[src/rtl/matrix_op_issuer_pkg.sv]
// Shared types and constants for the time-multiplexed 2x2 matrix multiply issuer.
// Operand words are opaque; the IEEE-754 constants exist for benches and bring-up.
package matrix_op_pkg;

   localparam int WIDTH_DEFAULT = 32;

   typedef enum logic [2:0] {
      IDLE,
      MUL0_SEND,
      MUL0_WAIT,
      MUL1_SEND,
      MUL1_WAIT,
      ADD_SEND,
      ADD_WAIT,
      DONE
   } state_t;

   // Single-precision encodings of small integers and of the 2x2 products used in bring-up.
   localparam logic [31:0] FP_ZERO  = 32'h0000_0000;
   localparam logic [31:0] FP_ONE   = 32'h3F80_0000;
   localparam logic [31:0] FP_TWO   = 32'h4000_0000;
   localparam logic [31:0] FP_THREE = 32'h4040_0000;
   localparam logic [31:0] FP_FOUR  = 32'h4080_0000;
   localparam logic [31:0] FP_FIVE  = 32'h40A0_0000;
   localparam logic [31:0] FP_SIX   = 32'h40C0_0000;
   localparam logic [31:0] FP_SEVEN = 32'h40E0_0000;
   localparam logic [31:0] FP_EIGHT = 32'h4100_0000;
   localparam logic [31:0] FP_19    = 32'h4198_0000;
   localparam logic [31:0] FP_22    = 32'h41B0_0000;
   localparam logic [31:0] FP_43    = 32'h422C_0000;
   localparam logic [31:0] FP_50    = 32'h4248_0000;

endpackage

[src/rtl/matrix_op_issuer_if.sv]
// stb/ack channel to one external arithmetic unit: two operands in, one result back.
// The issuer is the master; the arithmetic unit is the slave.
interface matrix_op_issuer_if
   import matrix_op_pkg::*;
#(
   parameter int WIDTH = WIDTH_DEFAULT
);

   logic [WIDTH-1:0] a;
   logic [WIDTH-1:0] b;
   logic             a_stb;
   logic             b_stb;
   logic             a_ack;
   logic             b_ack;
   logic [WIDTH-1:0] z;
   logic             z_stb;
   logic             z_ack;

   modport master (
      output a, b, a_stb, b_stb, z_ack,
      input  a_ack, b_ack, z, z_stb
   );

   modport slave (
      input  a, b, a_stb, b_stb, z_ack,
      output a_ack, b_ack, z, z_stb
   );

endinterface

[src/rtl/matrix_op_issuer_stb_source.sv]
// One operand strobe: raised by load, cleared on the edge where it meets its ack.
module stb_source (
   input  logic clock,
   input  logic reset,
   input  logic load,
   input  logic ack,
   output logic stb
);

   always_ff @(posedge clock) begin
      if (!reset) begin
         stb <= 1'b0;
      end else if (load) begin
         stb <= 1'b1;
      end else if (stb && ack) begin
         stb <= 1'b0;
      end
   end

endmodule

[src/rtl/matrix_op_issuer.sv]
// Computes R = A x B for 2x2 matrices by sequencing one external multiplier and one
// external adder: per result element two products, then one sum, in order 00, 01, 10, 11.
module matrix_op_issuer
   import matrix_op_pkg::*;
#(
   parameter int WIDTH = WIDTH_DEFAULT
) (
   input  logic               clock,
   input  logic               reset,
   input  logic               start,
   input  logic [WIDTH-1:0]   matrix_one_00,
   input  logic [WIDTH-1:0]   matrix_one_01,
   input  logic [WIDTH-1:0]   matrix_one_10,
   input  logic [WIDTH-1:0]   matrix_one_11,
   input  logic [WIDTH-1:0]   matrix_two_00,
   input  logic [WIDTH-1:0]   matrix_two_01,
   input  logic [WIDTH-1:0]   matrix_two_10,
   input  logic [WIDTH-1:0]   matrix_two_11,
   output logic               busy,
   output logic               done,
   output logic [WIDTH-1:0]   result_00,
   output logic [WIDTH-1:0]   result_01,
   output logic [WIDTH-1:0]   result_10,
   output logic [WIDTH-1:0]   result_11,
   matrix_op_issuer_if.master mul,
   matrix_op_issuer_if.master add
);

   state_t           state;
   state_t           state_next;
   logic [1:0]       idx;
   logic [WIDTH-1:0] mat_a  [4];
   logic [WIDTH-1:0] mat_b  [4];
   logic [WIDTH-1:0] result [4];
   logic [WIDTH-1:0] p0;
   logic [WIDTH-1:0] p1;
   logic             mul_load;
   logic             add_load;
   logic             mul_sent;
   logic             add_sent;
   logic             mul_sel;

   // A send phase ends once each operand has either already transferred or transfers now.
   assign mul_sent = (!mul.a_stb || mul.a_ack) && (!mul.b_stb || mul.b_ack);
   assign add_sent = (!add.a_stb || add.a_ack) && (!add.b_stb || add.b_ack);

   always_ff @(posedge clock) begin
      if (!reset) begin
         state <= IDLE;
      end else begin
         state <= state_next;
      end
   end

   always_comb begin
      state_next = state;
      mul_load   = 1'b0;
      add_load   = 1'b0;
      case (state)
         IDLE: begin
            if (start) begin
               state_next = MUL0_SEND;
               mul_load   = 1'b1;
            end
         end
         MUL0_SEND: if (mul_sent) state_next = MUL0_WAIT;
         MUL0_WAIT: begin
            if (mul.z_stb) begin
               state_next = MUL1_SEND;
               mul_load   = 1'b1;
            end
         end
         MUL1_SEND: if (mul_sent) state_next = MUL1_WAIT;
         MUL1_WAIT: begin
            if (mul.z_stb) begin
               state_next = ADD_SEND;
               add_load   = 1'b1;
            end
         end
         ADD_SEND: if (add_sent) state_next = ADD_WAIT;
         ADD_WAIT: begin
            if (add.z_stb) begin
               if (idx == 2'd3) begin
                  state_next = DONE;
               end else begin
                  state_next = MUL0_SEND;
                  mul_load   = 1'b1;
               end
            end
         end
         DONE:    state_next = IDLE;
         default: state_next = IDLE;
      endcase
   end

   always_ff @(posedge clock) begin
      if (!reset) begin
         idx <= 2'd0;
         p0  <= '0;
         p1  <= '0;
         for (int k = 0; k < 4; k++) begin
            mat_a[k]  <= '0;
            mat_b[k]  <= '0;
            result[k] <= '0;
         end
      end else begin
         case (state)
            IDLE: begin
               if (start) begin
                  mat_a[0] <= matrix_one_00;
                  mat_a[1] <= matrix_one_01;
                  mat_a[2] <= matrix_one_10;
                  mat_a[3] <= matrix_one_11;
                  mat_b[0] <= matrix_two_00;
                  mat_b[1] <= matrix_two_01;
                  mat_b[2] <= matrix_two_10;
                  mat_b[3] <= matrix_two_11;
                  idx      <= 2'd0;
                  for (int k = 0; k < 4; k++) begin
                     result[k] <= '0;
                  end
               end
            end
            MUL0_WAIT: if (mul.z_stb) p0 <= mul.z;
            MUL1_WAIT: if (mul.z_stb) p1 <= mul.z;
            ADD_WAIT: begin
               if (add.z_stb) begin
                  result[idx] <= add.z;
                  if (idx != 2'd3) begin
                     idx <= idx + 2'd1;
                  end
               end
            end
            default: ;
         endcase
      end
   end

   stb_source u_mul_a_stb (.clock(clock), .reset(reset), .load(mul_load), .ack(mul.a_ack), .stb(mul.a_stb));
   stb_source u_mul_b_stb (.clock(clock), .reset(reset), .load(mul_load), .ack(mul.b_ack), .stb(mul.b_stb));
   stb_source u_add_a_stb (.clock(clock), .reset(reset), .load(add_load), .ack(add.a_ack), .stb(add.a_stb));
   stb_source u_add_b_stb (.clock(clock), .reset(reset), .load(add_load), .ack(add.b_ack), .stb(add.b_stb));

   // Element (i,j) multiplies A[i][k] by B[k][j]; k is 0 for the first product and 1 for the second.
   assign mul_sel   = (state == MUL1_SEND) || (state == MUL1_WAIT);
   assign mul.a     = mat_a[{idx[1], mul_sel}];
   assign mul.b     = mat_b[{mul_sel, idx[0]}];
   assign mul.z_ack = (state == MUL0_WAIT) || (state == MUL1_WAIT);
   assign add.a     = p0;
   assign add.b     = p1;
   assign add.z_ack = (state == ADD_WAIT);

   assign busy      = (state != IDLE) && (state != DONE);
   assign done      = (state == DONE);
   assign result_00 = result[0];
   assign result_01 = result[1];
   assign result_10 = result[2];
   assign result_11 = result[3];

endmodule

[src/flat_wrapper.sv]
// flat-port wrapper written by rule: the top's interface ports become plain ports
module matrix_op_issuer_flat import matrix_op_pkg::*;
#(
   parameter int WIDTH = WIDTH_DEFAULT
)
  (clock, reset, start, matrix_one_00, matrix_one_01, matrix_one_10, matrix_one_11, matrix_two_00, matrix_two_01, matrix_two_10, matrix_two_11, busy, done, result_00, result_01, result_10, result_11, mul_a, mul_b, mul_a_stb, mul_b_stb, mul_z_ack, mul_a_ack, mul_b_ack, mul_z, mul_z_stb, add_a, add_b, add_a_stb, add_b_stb, add_z_ack, add_a_ack, add_b_ack, add_z, add_z_stb);
  matrix_op_issuer_if #(.WIDTH(WIDTH)) mul_i ();
  matrix_op_issuer_if #(.WIDTH(WIDTH)) add_i ();
  input  logic clock;
  input  logic reset;
  input  logic start;
  input  logic [WIDTH-1:0] matrix_one_00;
  input  logic [WIDTH-1:0] matrix_one_01;
  input  logic [WIDTH-1:0] matrix_one_10;
  input  logic [WIDTH-1:0] matrix_one_11;
  input  logic [WIDTH-1:0] matrix_two_00;
  input  logic [WIDTH-1:0] matrix_two_01;
  input  logic [WIDTH-1:0] matrix_two_10;
  input  logic [WIDTH-1:0] matrix_two_11;
  output logic busy;
  output logic done;
  output logic [WIDTH-1:0] result_00;
  output logic [WIDTH-1:0] result_01;
  output logic [WIDTH-1:0] result_10;
  output logic [WIDTH-1:0] result_11;
  output wire logic [$bits(mul_i.a)-1:0] mul_a;
  output wire logic [$bits(mul_i.b)-1:0] mul_b;
  output wire logic [$bits(mul_i.a_stb)-1:0] mul_a_stb;
  output wire logic [$bits(mul_i.b_stb)-1:0] mul_b_stb;
  output wire logic [$bits(mul_i.z_ack)-1:0] mul_z_ack;
  input wire logic [$bits(mul_i.a_ack)-1:0] mul_a_ack;
  input wire logic [$bits(mul_i.b_ack)-1:0] mul_b_ack;
  input wire logic [$bits(mul_i.z)-1:0] mul_z;
  input wire logic [$bits(mul_i.z_stb)-1:0] mul_z_stb;
  output wire logic [$bits(add_i.a)-1:0] add_a;
  output wire logic [$bits(add_i.b)-1:0] add_b;
  output wire logic [$bits(add_i.a_stb)-1:0] add_a_stb;
  output wire logic [$bits(add_i.b_stb)-1:0] add_b_stb;
  output wire logic [$bits(add_i.z_ack)-1:0] add_z_ack;
  input wire logic [$bits(add_i.a_ack)-1:0] add_a_ack;
  input wire logic [$bits(add_i.b_ack)-1:0] add_b_ack;
  input wire logic [$bits(add_i.z)-1:0] add_z;
  input wire logic [$bits(add_i.z_stb)-1:0] add_z_stb;
  assign mul_a = mul_i.a;
  assign mul_b = mul_i.b;
  assign mul_a_stb = mul_i.a_stb;
  assign mul_b_stb = mul_i.b_stb;
  assign mul_z_ack = mul_i.z_ack;
  assign mul_i.a_ack = mul_a_ack;
  assign mul_i.b_ack = mul_b_ack;
  assign mul_i.z = mul_z;
  assign mul_i.z_stb = mul_z_stb;
  assign add_a = add_i.a;
  assign add_b = add_i.b;
  assign add_a_stb = add_i.a_stb;
  assign add_b_stb = add_i.b_stb;
  assign add_z_ack = add_i.z_ack;
  assign add_i.a_ack = add_a_ack;
  assign add_i.b_ack = add_b_ack;
  assign add_i.z = add_z;
  assign add_i.z_stb = add_z_stb;
  matrix_op_issuer #(.WIDTH(WIDTH)) u_core (.clock(clock), .reset(reset), .start(start), .matrix_one_00(matrix_one_00), .matrix_one_01(matrix_one_01), .matrix_one_10(matrix_one_10), .matrix_one_11(matrix_one_11), .matrix_two_00(matrix_two_00), .matrix_two_01(matrix_two_01), .matrix_two_10(matrix_two_10), .matrix_two_11(matrix_two_11), .busy(busy), .done(done), .result_00(result_00), .result_01(result_01), .result_10(result_10), .result_11(result_11), .mul(mul_i), .add(add_i));
endmodule
[config.mk]
export PLATFORM = sky130hd
export DESIGN_NAME = matrix_op_issuer_flat
export DESIGN_NICKNAME = d
export VERILOG_FILES = /design/src/rtl/matrix_op_issuer_pkg.sv /design/src/rtl/matrix_op_issuer_if.sv /design/src/rtl/matrix_op_issuer_stb_source.sv /design/src/rtl/matrix_op_issuer.sv /design/src/flat_wrapper.sv
export SDC_FILE = /design/constraint.sdc
export NUM_CORES = 1
export LEC_CHECK = 0
export BUFFER_PORTS_ARGS = -buffer_cell sky130_fd_sc_hd__buf_2
export CORE_ASPECT_RATIO = 1.75
export CORE_MARGIN = 10
export CORE_UTILIZATION = 35
export CTS_CLUSTER_DIAMETER = 40
export CTS_CLUSTER_SIZE = 28
export DETAILED_ROUTE_END_ITERATION = 6
export HOLD_SLACK_MARGIN = 0.05
export PLACE_DENSITY = 0.65
export REMOVE_ABC_BUFFERS = 1
export SLEW_MARGIN = 10
export SYNTH_ARGS = -nofsm -noshare
export SYNTH_HDL_FRONTEND = slang
export SYNTH_HIERARCHICAL = 1
export SYNTH_SLANG_ARGS = --single-unit
[constraint.sdc]
create_clock -name clock -period 7.1 [get_ports clock]
set_input_delay 0.355 -clock clock [delete_from_list [all_inputs] [get_ports clock]]
set_output_delay 0.355 -clock clock [all_outputs]
set_load 0.05 [all_outputs]
Yosys cells after proc, flatten, opt, wreduce, memory -nomap -nowiden
Memory sizes are Yosys's and may differ from the RTL's. Index checks and enable logic that the tools add are counted.

Bits in registers: 73. RAM bits: 384. Bits of input ports: 329. Output and inout bits: 264. Logic and storage cells: 121. Memories: 3.

Memory list: u_core.mat_a (depth 4, bits a word 32, rd ports 1, clocked after Yosys merged registers in 0, write ports 4, line matrix_op_issuer.sv:32) `logic [WIDTH-1:0] mat_a [4];`; u_core.mat_b (depth 4, bits a word 32, rd ports 1, clocked after Yosys merged registers in 0, write ports 4, line matrix_op_issuer.sv:33) `logic [WIDTH-1:0] mat_b [4];`; u_core.result (depth 4, bits a word 32, rd ports 4, clocked after Yosys merged registers in 0, write ports 4, line matrix_op_issuer.sv:34) `logic [WIDTH-1:0] result [4];`.

Add/subtract/negate cells: 1. Eq/ne operators: 18. Mux-type cells: 50. Bitwise logic cells: 12. Reduce and logical (&&, ||, !) cells: 29.

Operator list (count): 32-bit two-way mux (13); 32-bit OR reduction (1); 3-bit two-way mux (8); 3-bit one-hot mux with 8 select lines (1); 1-bit two-way mux (22); 3-bit equality test, second input constant (4); 1-bit OR (12); 2-bit by 1-bit inequality test with 1-bit output, second input constant (5); 2-bit nonzero test (5); 2-bit two-way mux (4); 2-bit inequality test, second input constant (4); 1-bit logical AND (7); 7-bit AND reduction (1); 3-bit by 2-bit equality test with 1-bit output, second input constant (2); 1-bit logical OR (6); 1-bit zero test (4); 2-bit one-hot mux with 2 select lines (1); 2-bit AND reduction (2); 4-bit AND reduction (1); 3-bit by 1-bit equality test with 1-bit output, second input constant (1); 3-bit zero test (1); 3-bit inequality test, second input constant (1); 1-bit one-hot mux with 3 select lines (1); 3-bit nonzero test (1); other kinds (2) (2).

Longest topological paths before layout
Gate-level depths: netlist (run 1).

Depth in word-level cells: 6. Mapped depth: 7. Gate-level depth less buffers: 5.

Cells and area by module
Netlist (run 1), hierarchy kept.

Modules (own cells, without submodules): matrix_op_issuer (times used 1, cells each 1255, area each 18589.1 µm², seq. area each 12912.4 µm²); stb_source (times used 4, cells each 3, area each 41.3 µm², seq. area each 20.0 µm²).

Least setup slack after synthesis (run 1)
No wires, ideal clock.

Path type: input -> register. Start point: input port start. End point: memory u_core/mat_a[0][0] (netlist name) (enable). Setup time: 0.606 ns. Data arrival time: 5.653 ns. Required time: 6.494 ns. Setup slack: 0.841 ns. Stages on the path: 3. Buffers on the path: 0. Cell sequence: nor2b_2 a21boi_0 inv_1.

RTL lines: start, declared (line flat_wrapper.sv:11) `input logic start;`; end, declared (line matrix_op_issuer.sv:32).

Worst setup path after layout (run 1)
Start point: register u_core.state[0]. End point: output port mul_a[1].

Longest elaborated chain between the ends: 3. Elaborated cells between the ends (all ways): 4. Those cells by class: eq/ne (2); reduce/logical (1); memory (1).

RTL lines: start, declared (line matrix_op_issuer.sv:29) `state_t state;`; start signal, assigned (line matrix_op_issuer.sv:51) `state <= state_next;`; 3-bit by 2-bit equality test with 1-bit output or 3-bit equality test (tied branches) (line matrix_op_issuer.sv:145) `assign mul_sel = (state == MUL1_SEND) || (state == MUL1_WAIT);`; 1-bit logical OR * (line matrix_op_issuer.sv:145); memory 4 x 32 bit *; end, declared (line flat_wrapper.sv:26) `output wire logic [$bits(mul_i.a)-1:0] mul_a;`.

Mark *: on every way between the ends. The rest lies on a longest branch, timed or not.

==> parameters.txt, run 1 <==
Parameter                              Value

Route
  Number of vias per cell    between 4 and 5
  Vias    about 13000
  Number of optimization iterations in the first detailed-route pass    5
  Per-cell routed wire length    just over 20 um
  DRT iter0 DRCs    between 800 and 900
  WL final    between 50 and 60 mm
  Count of nets left with antenna violations after detail routing    0
  DRC violation count after routing    0

Pwr
  Net switching power of the design    1.940 mW
  Ratio of total power to cell area    between 200 and 300 nW/um^2
  Sequential fraction of design power    about half
  Logic pwr share    17.2%
  Internal power summed over all cells    4.682 mW
  Post-layout total power    6.622 mW
  Switching portion of total power    29.30%
  Leakage component of the power    10.66 nW
  Clk pwr share    between 30% and 40%
  Worst IR Drop VDD    ~0.00018 V

Layout
  Filler instances    ~4800
  Post-layout nets    2236
  Fraction of layout cells with a size suffix above 1    roughly 39%
  Area Growth Syn to Fin    30.22%
  Storage element area    around 13000 sq um
  Area used by multi-input combinational logic    between 5000 and 6000 sq um

Floorplan
  Die outline area    between 60000 and 70000 sq um
  Die span in x    195.0 um
  Initial core utilization    35.22%
  Area of the core    53250 sq um
  Number of placement rows    112
  I/O pins    slightly below 600
  Die height    approximately 330 um

Setup path
  Arrival time at the worst endpoint    ~3.3 ns
  Critical Path Fanout Max    47
  Required time at the endpoint of the critical path    between 6 and 7 ns
  Critical path type    flip-flop to primary output
  Kind of end point of the critical path    primary output
  Startpoint class of the critical path    flip-flop

Global routing
  Sum of overflow across all layers after global routing    0
  Number of antenna violations at the first check in global routing    5
  Number of global-route vias before repair    13604
  All-Layer GR Usage    between 10% and 20%
  First-pass GRT wire length    slightly above 80 mm
  Maximum number of pins on one net before global-route repair    167

Clock network
  CTS Buf Count    39
  Buffer depth of the longest clock path    3
  Buffer cell driving the clock tree root    sky130_fd_sc_hd__clkbuf_16
  Clock Sinks    457
  Clock transition at the registers of the reported paths    approximately 0.07 ns
  Number of H-tree levels    2
  CTS tree    yes
  Clock Latency Late Sink    approximately 0.55 ns

Synth
  Cell types occupying the most area after synthesis    sky130_fd_sc_hd__edfxtp_1 (61%), sky130_fd_sc_hd__and2_1 (8.6%), sky130_fd_sc_hd__dfxtp_1 (7.8%)
  Mapped Cells    between 1000 and 1500
  Post-Syn Area per Cell    roughly 15 sq um
  Fraction of registers with async set/reset    0%
  Number of enable-type register cells in the synthesized netlist    ~380
  Most common flop cell mapped by yosys    sky130_fd_sc_hd__edfxtp_1
  Fraction of synthesized cell area taken by the top area cell type    61.49%
  Most instantiated cells after synthesis    sky130_fd_sc_hd__edfxtp_1 (384), sky130_fd_sc_hd__and2_1 (258), sky130_fd_sc_hd__nand2_1 (140)
  Seq/Total Area, Yosys    69.28%
  Count of cell types in the netlist    36
  Synthesized cell area    18750 sq um
  Flop and latch count out of synthesis    457
  Most frequent cell after synthesis    sky130_fd_sc_hd__edfxtp_1
  Most area-hungry cell type in the Yosys netlist    sky130_fd_sc_hd__edfxtp_1
  Yosys warning count    6

Timing
  Unrepaired setup endpoints after global routing    no
  Final Hold Viols    0
  Worst rel slew slack    a little under a quarter
  Final critical-path required period    3.628 ns
  Final count of pins violating max slew    0
  Slew at the pin with the worst max-slew slack    approximately 1.1 ns
  Part of the cycle the worst path needs    51.10%
  Setup-violating endpoint count in the final report    0
  Achievable frequency    0.2756 GHz
  Total negative slack    0 ns
  Worst clock skew on the final layout    0.02293 ns

Job
  Number of maximum-capacitance violations    0

Hold path
  Worst min path class    input pin to flip-flop

Run status
  Status    complete, no violations

Place
  Final weighted congestion in routability-driven placement    a little under 0.8
  Buffers added on ports    592
  Final HPWL from detailed placement    about 39 mm
-- routing by layer --
metal	share of wire (%)	vias to the layer above	routed length [um]	global-route usage, %
li1	-	5848	-	-
met3	9.1	90	4918	5.559
met2	52	558	27930	28.80
met1	36	6060	19420	17.54
met4	3.1	4	1647	6.210
met5	0.050	-	27	0
-- power groups by stage --
stage / registers, mW / logic (mW) / clock network [mW]
6_report: 3.28 / 1.14 / 2.20
5_1_grt: 3.31 / 1.20 / 2.37
4_1_cts: 3.29 / 1.15 / 2.26
3_5_place_dp: 3.35 / 1.11 / 0
3_3_place_gp: 3.33 / 1.10 / 0
2_1_floorplan: 3.61 / 0.486 / 0
-- worst max-delay path: stages (launching register included) --
cell	delay [ns]
sky130_fd_sc_hd__dfxtp_1	0.54
sky130_fd_sc_hd__nor2b_1	0.34
sky130_fd_sc_hd__a22o_4	0.39
sky130_fd_sc_hd__buf_4	0.66
sky130_fd_sc_hd__mux4_2	0.47
sky130_fd_sc_hd__buf_2	0.24
-- final timing paths --
kind                    start             endpoint  slack [ns]  cells past startpoint
max           u_core/state[0]             mul_a[1]        3.47                      5
min          matrix_two_00[3]   u_core/mat_b[0][3]        0.09                      2
max reg2reg   u_core/state[1]  u_core/mat_a[1][25]        3.80                      4
min reg2reg  u_core/add.b[19]     u_core/add.b[19]        0.45                      2
-- cell usage in the layout (no fill, tap or decap), drive strengths merged, types with 12 or more instances in the layout --
cell type    Yosys  routed
buf             38     604
a21boi          66      66
dlygate4sd3      0      84
clkinv           0      12
nor2b           13      13
nand2          140     140
mux4            64      64
and2           258     258
clkbuf          56      43
dfxtp           73      73
edfxtp         384     384
and3           130     130
inv              4      18
-- sequential cells by signal (all words and copies together) (netlist names) --
name                    cells
u_core/u_add_b_stb/stb      1
u_core/u_add_a_stb/stb      1
u_core/mat_a              128
u_core/mat_b              128
u_core/state                3
u_core/add.a               32
u_core/u_mul_b_stb/stb      1
u_core/add.b               32
u_core/u_mul_a_stb/stb      1
u_core/result             128
u_core/idx                  2
-- cell families (layout without fill, tap and decap cells) --
family / after synthesis / in the layout / share of synthesized area (%)
fa+ha+maj: 5 / 5 / 0.3336
buf+inv: 98 / 763 / 2.462
flops: 457 / 457 / 69.28
xor+xnor: 1 / 1 / 0.04671
mux: 66 / 66 / 7.792
compound gates: 84 / 84 / 3.282
other cells: 0 / 2 / 0
simple gates: 556 / 556 / 16.81
-- area by class of cell --
class	instances	share of cell area, %
flip-flops and latches	457	53.23
inverters	4	0.09222
diodes	2	0.02049
clock inverters	28	1.240
well taps	684	3.504
repair buffers	688	15.99
clock buffers	43	4.140
multi-input cells	712	21.78
-- repair_timing --
item | CTS | global route
setup buffers | 0 | 0
hold buffers | 84 | 0
gates resized for setup | 0 | 0
endpoints found under the hold margin | 114 | 0
endpoints found under the setup margin | 0 | 0
-- per-stage QoR --
stage,hold WS (ns),area [sq um],cells,setup slack [ns],utilization [%]
final,0.08532,24420,2618,3.472,45.86
after global routing,0.05761,24420,2618,3.264,45.86
after CTS,0.05006,24410,2616,3.405,45.85
after detailed placement,0.4456,22260,2461,3.827,41.80
after global placement,0.4404,22260,2461,3.916,41.80
after floorplan,0.4725,18310,1173,0.7459,-
Power figures use the tool's default switching activity.
==> run 2: changes to the inputs <==
==> constraint.sdc (replaced) <==
create_clock -name clock -period 3.7 [get_ports clock]
set_input_delay 0.185 -clock clock [delete_from_list [all_inputs] [get_ports clock]]
set_output_delay 0.185 -clock clock [all_outputs]
set_load 0.05 [all_outputs]
==> parameters.txt, run 2 (synthesis results as in run 1) <==
Parameter                              Value

Run status
  Status    complete, no violations

Timing
  Setup-violating endpoint count in the final report    0 (unchanged)
  Worst rel slew slack    18.03% (-5.4 points)
  Worst clock skew on the final layout    0.02907 ns (+0.006146 ns)
  Final setup slack of the worst path    0.6952 ns (-2.777 ns)
  Achievable frequency    approximately 0.33 GHz
  Final Hold Viols    0 (unchanged)
  Part of the cycle the worst path needs    roughly four fifths
  Slew at the pin with the worst max-slew slack    1.227 ns (+0.07733 ns)
  Final count of pins violating max slew    0 (unchanged)
  Unrepaired setup endpoints after global routing    no
  Final critical-path required period    between 3 and 4 ns

Clock network
  Clock Latency Late Sink    0.57 ns (+0.02 ns)
  CTS tree    yes
  Clock Sinks    457 (unchanged)
  Resized cells post-CTS    0 (unchanged)
  Number of H-tree levels    2 (unchanged)
  Buffer depth of the longest clock path    3 (unchanged)
  CTS Buf Count    41 (+5.1%)
  Buffer cell driving the clock tree root    sky130_fd_sc_hd__clkbuf_16
  Clock transition at the registers of the reported paths    0.07 ns (about the same)

Route
  Number of optimization iterations in the first detailed-route pass    7 (+2)
  WL final    60.26 mm (+12%)
  DRC violation count after routing    0 (unchanged)
  Number of vias per cell    4.806 (+0.17%)
  DRT iter0 DRCs    800 (-3.4%)
  Per-cell routed wire length    20.96 um (+1.7%)
  Vias    13816 (+10%)
  Count of nets left with antenna violations after detail routing    0 (unchanged)

Floorplan
  Die outline area    63610 sq um (unchanged)
  Number of placement rows    112 (unchanged)
  I/O pins    593 (unchanged)
  Area of the core    53250 sq um (unchanged)
  Initial core utilization    35.22% (unchanged)
  Die height    326.2 um (unchanged)
  Die span in x    195.0 um (unchanged)

Place
  Placement-stage worst setup slack    1.051 ns (-2.776 ns)
  Total instance count after detailed placement    2470 (+0.37%)
  Final weighted congestion in routability-driven placement    0.7970 (+0.24%)
  Final HPWL from detailed placement    40.24 mm (+2.6%)
  Buffers added on ports    592 (unchanged)
  Placed instance area    22380 sq um (+0.53%)

Global routing
  Number of global-route vias before repair    15270 (+12%)
  Maximum number of pins on one net before global-route repair    129 (-23%)
  Sum of overflow across all layers after global routing    0 (unchanged)
  All-Layer GR Usage    18.35% (+2.1 points)
  First-pass GRT wire length    92.38 mm (+13%)
  Number of antenna violations at the first check in global routing    6 (+1)

Setup path
  Startpoint class of the critical path    flip-flop
  Worst path buffer plus inverter count    2 (unchanged)
  Category of cells accounting for the largest share of critical-path delay    flip-flops
  List of cells traversed by the critical path    nor2b_1 -> a22o_4 -> buf_12 -> mux4_2 -> buf_2
  Total stage count of the critical path    5 (unchanged)
  Kind of end point of the critical path    primary output
  Stage delay of the slowest cell on the critical path    0.53 ns (-0.13 ns)
  Critical path type    flip-flop to primary output
  Slowest library cell on the worst path    sky130_fd_sc_hd__dfxtp_1
  Required time at the endpoint of the critical path    3.51 ns (-3.23 ns)
  Number of cell instances on the worst register-to-register path    5 (+1)
  Critical Path Fanout Max    30 (-36%)
  Arrival time at the worst endpoint    2.82 ns (-0.45 ns)

Hold path
  Worst min path class    input pin to flip-flop
  Cell count of the worst hold path    5 (+3)

Layout
  Most common cell after layout, fill and taps aside    sky130_fd_sc_hd__buf_2
  Top flop regs    u_core/mat_a x128, u_core/mat_b x128, u_core/result x128
  Final standard cell area without fillers    27150 sq um (+11%)
  Area Growth Syn to Fin    44.79%
  Post-layout nets    2488 (+11%)
  Fraction of layout cells with a size suffix above 1    34.63% (-4.1 points)
  Leading cell types in the layout, fill and taps excluded    sky130_fd_sc_hd__buf_2 (592), sky130_fd_sc_hd__edfxtp_1 (384), sky130_fd_sc_hd__dlygate4sd3_1 (325), sky130_fd_sc_hd__and2_1 (258), sky130_fd_sc_hd__nand2_1 (140)
  Final cell count without fillers    2875 (+9.8%)

Pwr
  Worst IR Drop VDD    0.0004106 V (+130%)
  Sequential fraction of design power    46.9% (-2.7 points)
  Switching portion of total power    29.06% (-0.24 points)
  Clk pwr share    35.0% (+1.7 points)
  Internal power summed over all cells    9.539 mW (+100%)
  Logic pwr share    18.0% (+0.8 points)
  Leakage component of the power    11.80 nW (+11%)
  Ratio of total power to cell area    495.2 nW/um^2 (+83%)
  Net switching power of the design    3.907 mW (+100%)

Job
  Number of maximum-capacitance violations    0 (unchanged)
## run 2: cell types whose count changed in the layout (fill, tap and decap cells not counted), moves of 3 or more
| cell | before | now |
|---|---|---|
| sky130_fd_sc_hd__buf_12 | 1 | 5 |
| sky130_fd_sc_hd__clkbuf_16 | 39 | 43 |
| sky130_fd_sc_hd__clkinv_1 | 2 | 5 |
| sky130_fd_sc_hd__dlygate4sd3_1 | 84 | 325 |
| sky130_fd_sc_hd__diode_2 | 2 | 5 |
| sky130_fd_sc_hd__buf_4 | 11 | 16 |
| sky130_fd_sc_hd__inv_6 | 7 | 3 |
| sky130_fd_sc_hd__bufinv_16 | 2 | 5 |
| sky130_fd_sc_hd__clkinv_4 | 4 | 1 |
## run 2: worst paths after layout
path                    from                   to  slack [ns]
max          u_core/state[0]            mul_a[12]        0.70
min                add_z_stb      u_core/state[2]        0.25
max reg2reg    u_core/idx[0]  u_core/result[0][9]        1.08
min reg2reg  u_core/add.b[4]      u_core/add.b[4]        0.45
## run 2: final cells by class
class	instances	area [sq um]
antenna	5	12.51
clock buffer	45	1084
clock inverter	30	429.2
fill	4329	26100
inverter	4	22.52
multi-input combinational	712	5315
sequential	457	13000
tap	684	855.8
timing repair buffer	938	6436
## run 2: per-stage QoR
stage | utilization (%) | power [mW] | hold slack, ns | setup TNS (ns)
global route | 50.99 | 13.93 | 0.2587 | 0
floorplan | - | 7.860 | 0.3025 | -723.05
finish | 50.99 | 13.45 | 0.2517 | 0
global placement | 42.02 | 8.534 | 0.4360 | 0
CTS | 50.97 | 13.56 | 0.2050 | 0
detailed placement | 42.02 | 8.580 | 0.4422 | 0
## run 2: power by group through the flow
stage	Sequential, mW	Clock (mW)	Combinational (mW)
2_1_floorplan	6.93	0	0.933
3_3_place_gp	6.40	0	2.13
3_5_place_dp	6.43	0	2.15
4_1_cts	6.32	4.81	2.43
5_1_grt	6.36	5.02	2.55
6_report	6.31	4.71	2.43
## run 2: timing repair
item                                   CTS  global route
hold buffers                           325             0
endpoints found under the hold margin  457             0
buffers inserted                         0             0
## run 2: routing by layer
layer  up-vias  GRT usage, %  part of all wire (%)
li1       6358             -                     -
met1      6668         19.82                    36
met2       656         32.38                    52
met3       130         5.210                   8.1
met4         4         8.675                   4.3
met5         -             0                 0.045
## run 2: worst reg2reg max path, cell delays in order, from the launching register on
cell and delay (ns):
sky130_fd_sc_hd__dfxtp_4 0.59, sky130_fd_sc_hd__inv_1 0.22, sky130_fd_sc_hd__ha_1 0.82, sky130_fd_sc_hd__nand2_1 0.12
sky130_fd_sc_hd__nand2_1 0.12, sky130_fd_sc_hd__buf_4 0.39
